### config.mk
export PLATFORM = sky130hd
export DESIGN_NAME = zeta_addr_gen
export DESIGN_NICKNAME = d
export VERILOG_FILES = /design/src/rtl/zeta_addr_gen.sv
export SDC_FILE = /design/constraint.sdc
export NUM_CORES = 1
export LEC_CHECK = 0
export BUFFER_PORTS_ARGS = -buffer_cell sky130_fd_sc_hd__buf_2
export CORE_ASPECT_RATIO = 1.4
export CORE_UTILIZATION = 30
export DETAILED_ROUTE_END_ITERATION = 8
export GPL_TIMING_DRIVEN = 1
export PLACE_DENSITY_LB_ADDON = 0.25
export SLEW_MARGIN = 15
export SYNTH_ARGS = -nofsm -noshare
export SYNTH_HDL_FRONTEND = slang
export SYNTH_SLANG_ARGS = --single-unit
### constraint.sdc
create_clock -name clk -period 3.3 [get_ports clk]
set_input_delay 0.33 -clock clk [delete_from_list [all_inputs] [get_ports clk]]
set_output_delay 0.33 -clock clk [all_outputs]
set_load 0.05 [all_outputs]
### src/rtl/zeta_addr_gen.sv
// rtl/zeta_addr_gen.sv - per-stage zeta ROM address generator for the pipelined NTT
module zeta_addr_gen #(
  parameter int STAGE_CNT = 8,
  parameter int STAGE_LAT = 3
) (
  input  logic                                        clk,
  input  logic                                        rst_n,
  input  logic                                        in_valid,
  input  logic                                        in_last,
  output logic [1:0][STAGE_CNT-1:0][STAGE_CNT-2:0]    rom_addr,
  output logic [STAGE_CNT-1:0]                        addr_valid,
  output logic                                        poly_done,
  output logic                                        frame_err
);

  localparam int AW  = STAGE_CNT - 1;
  localparam int CW  = STAGE_CNT - 2;
  localparam int DLY = (STAGE_CNT - 1) * STAGE_LAT;
  localparam logic [CW-1:0] CNT_MAX = '1;

  logic [DLY-1:0]       v_dly;
  logic [DLY-1:0]       l_dly;
  logic [STAGE_CNT-1:0] v_stg;
  logic [STAGE_CNT-1:0] l_stg;
  logic [CW-1:0]        cnt_q [STAGE_CNT];

  // Stage i sees the input stream delayed by i*STAGE_LAT cycles; stage 0 uses the port.
  always_comb begin
    v_stg    = '0;
    l_stg    = '0;
    v_stg[0] = in_valid;
    l_stg[0] = in_valid & in_last;
    for (int i = 1; i < STAGE_CNT; i++) begin
      v_stg[i] = v_dly[i*STAGE_LAT-1];
      l_stg[i] = v_dly[i*STAGE_LAT-1] & l_dly[i*STAGE_LAT-1];
    end
  end

  always_ff @(posedge clk) begin
    if (!rst_n) begin
      v_dly      <= '0;
      l_dly      <= '0;
      rom_addr   <= '0;
      addr_valid <= '0;
      poly_done  <= 1'b0;
      frame_err  <= 1'b0;
      for (int i = 0; i < STAGE_CNT; i++) cnt_q[i] <= '0;
    end else begin
      v_dly[0] <= in_valid;
      l_dly[0] <= in_valid & in_last;
      for (int k = 1; k < DLY; k++) begin
        v_dly[k] <= v_dly[k-1];
        l_dly[k] <= l_dly[k-1];
      end
      addr_valid <= v_stg;
      // Butterfly pair index 2*cnt+lane, coarsened to this stage's zeta granularity.
      for (int i = 0; i < STAGE_CNT; i++) begin
        if (v_stg[i]) begin
          rom_addr[0][i] <= AW'({cnt_q[i], 1'b0} >> (AW - i));
          rom_addr[1][i] <= AW'({cnt_q[i], 1'b1} >> (AW - i));
          cnt_q[i]       <= (l_stg[i] || cnt_q[i] == CNT_MAX) ? '0 : cnt_q[i] + 1'b1;
        end
      end
      // Early last or missing last at stage 0; later stages resync on the same beats.
      frame_err <= in_valid & (in_last ^ (cnt_q[0] == CNT_MAX));
      poly_done <= l_stg[STAGE_CNT-1];
    end
  end

endmodule
==> Implementation_results.wiki <==
{| class="wikitable"
! Metric !! Value
|-
| Run status || complete, no violations
|-
| Fraction of final layout cells sized beyond drive strength 1 || 0.2132
|-
| Dominant delay contributor by cell family on the critical path || buffers and inverters
|-
| Worst slack on hold paths || roughly 0.21 ns
|-
| Slew Viols, Final || 0
|-
| Crit path cell chain || buf_2 -> buf_4 -> or2b_1
|-
| Clock tree from TritonCTS || done
|-
| Sum of routed wire length over all layers || between 8000 and 9000 um
|-
| Routed via count divided by cell count || between 3 and 4
|-
| Largest net degree at the start of global routing || slightly below 50
|-
| DRT iter0 DRCs || roughly 110
|-
| Synth Warn # || 0
|-
| Post-CTS resize count || 0
|-
| CP max stage cell || buf_2
|-
| Clock tree root buffer cell || clkbuf_16
|-
| VDD IR max || 0.4052 mV
|-
| Headroom to the max-slew limit || 0.5082
|-
| Post-Synthesis Mean Instance Area || 11.09 um^2
|-
| Site row count || 57
|-
| Htree depth || 4
|-
| Clock buffers created by TritonCTS || 17
|-
| Mean routed wirelength per cell || about 11 um
|-
| Post-layout net count || 543
|-
| Core outline area || 17,540 um^2
|-
| Clock sink count || around 120
|-
| Synth Register Bits || around 120
|-
| Maximum cell stage delay along the critical path || 0.56 ns
|-
| Sequential-to-total area share from yosys stat || 0.5332
|-
| Depth of the critical timing path with buffers and inverters included || 3
|-
| Global-route wire length before repair || 14,060 um
|-
| Area overhead of the layout relative to synthesis || 11.72%
|-
| Distinct cell type count of the synthesized netlist || 36
|-
| Buffers plus inverters on the worst setup path || 2
|-
| Post-DP HPWL || approximately 6200 um
|-
| Number of ports placed on the die boundary || 126
|-
| Type of element launching the critical path || input port
|-
| Clock insertion delay at the later pin of the skew report || 0.41 ns
|-
| Number of diodes || 0
|-
| P per Cell Area || between 500 and 600 nW/um^2
|-
| Worst Path Max Fanout || 48
|-
| Number of setup violations in the final report || 0
|-
| Overall global routing resource usage || 0.1000
|-
| Setup TNS after final layout || 0 ns
|-
| Via count of the first global-routing pass || around 2,800
|-
| Worst hold stages || 3
|-
| Hold Path Origin || in_last
|-
| Origin of the critical flop-to-flop path || cnt_q[0][30]
|-
| Path category of the worst min-delay check || in -> reg
|-
| Antenna violations before repair || 0
|-
| First-pass detailed-route iteration total || 4
|-
| Clock-pin slew on the worst setup and hold paths || approximately 0.05 ns
|-
| RSZ-0062 raised after global routing || false
|-
| Gate Count Post-Synth || slightly below 500
|-
| Number of buffers inserted to repair setup after CTS || 0
|-
| Worst setup skew after layout || about 0.013 ns
|-
| Starting Density || 0.3103
|-
| Post-synthesis instance area || roughly 5400 um^2
|-
| Critical path arrival || about 1.6 ns
|-
| Min Tclk post-route || 1.461 ns
|-
| Max capacitance violation total || 0
|-
| Hold violation count in the final report || 0
|-
| P_leak || ~2.6 nW
|-
| Count of vias placed by the detailed router || just over 3,000
|-
| ANT nets after route || 0
|-
| Maximum count of clock buffers along a single path || 2
|-
| Post-detailed-route DRC marker count || 0
|-
| Crit share post-route || 0.4429
|-
| Worst r2r path cells || 4
|-
| Critical path startpoint || rst_n
|-
| Congestion Overflow GR || 0
|-
| Quantity of I/O buffers inserted on ports || roughly 70
|-
| DIE AREA || about 19,000 um^2
|-
| Slew at the pin with the worst max-slew slack || about 0.74 ns
|-
| Die extent in y || 161.4 um
|-
| Critical path required time || between 3 and 4 ns
|-
| Die extent in x || around 120 um
|-
| Kind of end point of the critical path || register
|-
| Number of hold-repair buffers added at the cts stage || 0
|-
| Critical setup path kind || in -> reg
|-
| Placer's final routability congestion estimate || 0.7215
|-
| Max Clk Rate || approximately 0.7 GHz
|}
==> flip-flops by register name, summed over array words and instances, names as in the netlist <==
register	flops
addr_valid	8
cnt_q	48
frame_err	1
l_dly	21
poly_done	1
rom_addr	28
v_dly	14
==> logic make-up (layout without fill, tap and decap cells) <==
logic type      after synthesis  in the layout  share of synthesized area
simple gates                165            165                     0.1754
fa+ha+maj                     8              8                    0.01839
other cells                   1             57                  0.0006888
flops                       121            121                     0.5332
mux                          27             27                    0.04964
xor+xnor                     24             24                    0.03861
compound gates               30             30                    0.03838
buf+inv                     115            112                     0.1457
==> worst min-delay path: cells and delay by family <==
kind,cells,cell delay [ns]
AND/OR/NAND/NOR,1,0.05
buffers and inverters,2,0.19
==> power breakdown <==
group / switching (mW) / internal (mW)
clock: 0.638 / 1.02
combinational: 0.200 / 0.0387
sequential: 0.0338 / 1.59
total: 0.872 / 2.65
==> per-stage QoR <==
stage | std cells | setup WS, ns | instance area (um^2) | power [mW] | util
after global routing | 780 | 1.706 | 6082 | 3.666 | 0.3467
after floorplan | 547 | 1.967 | 5654 | 1.920 | -
final | 780 | 1.839 | 6082 | 3.524 | 0.3467
after CTS | 780 | 1.824 | 6082 | 3.573 | 0.3467
after detailed placement | 748 | 1.402 | 5549 | 1.895 | 0.3163
after global placement | 748 | 1.429 | 5549 | 1.892 | 0.3163
==> per-layer routing <==
layer	up-vias	GRT usage	part of all wire	routed length [um]
met5	-	0	0	0
met4	0	0.05594	0.018	159
met3	10	0.03415	0.035	304
met2	82	0.1642	0.53	4564
met1	1453	0.1120	0.42	3648
li1	1565	-	-	-
==> final timing paths <==
check                                     to  slack [ns]
worst min register to register     l_dly[19]        0.43
worst max-delay path            cnt_q[0][15]        1.84
worst min-delay path                l_dly[0]        0.21
worst max register to register  cnt_q[0][35]        1.85
==> synthesized netlist by cell type, drive strengths merged <==
library cell,count,area share
buf,100,0.14
dfxtp,73,0.27
edfxtp,48,0.26
and2,41,0.047
nor2,39,0.028
mux2i,27,0.050
nor2b,27,0.031
nand3,15,0.017
nand2,14,0.0097
xnor2,12,0.019
xor2,12,0.019
a21oi,11,0.011
inv,10,0.0069
o21ai,9,0.0083
or3,9,0.010
ha,8,0.018
or2b,6,0.0083
and3,5,0.0057
clkbuf,5,0.0034
nand3b,5,0.014
a31o,4,0.0097
nand2b,2,0.0023
nor3,2,0.0018
o21bai,2,0.0028
a21bo,1,0.0018
conb,1,0.00069
o2111ai,1,0.0016
o211ai,1,0.0014
o21a,1,0.0014
==> layout by cell type, fill, tap and decap left out, drive strengths merged <==
cell type  instances
and3               5
a21bo              1
or3                9
a21oi             11
xor2              12
and2              41
o21bai             2
a31o               4
o21a               1
edfxtp            48
clkbuf            18
dfxtp             73
ha                 8
clkinv             8
nor2              39
nand3             15
o2111ai            1
bufinv             1
o21ai              9
nand2b             2
nor3               2
o211ai             1
nor2b             27
conb              57
nand2             14
xnor2             12
or2b               6
nand3b             5
inv               15
mux2i             27
buf               70
==> layout make-up <==
| type | instances | area (um^2) |
|---|---|---|
| Tap cell | 236 | 295.3 |
| Sequential cell | 121 | 2903 |
| Fill cell | 1811 | 11460 |
| Clock inverter | 14 | 103.9 |
| Inverter | 10 | 37.54 |
| Clock buffer | 18 | 429.2 |
| Timing Repair Buffer | 70 | 355.3 |
| Multi-Input combinational cell | 311 | 1958 |
Power figures use the tool's default switching activity.
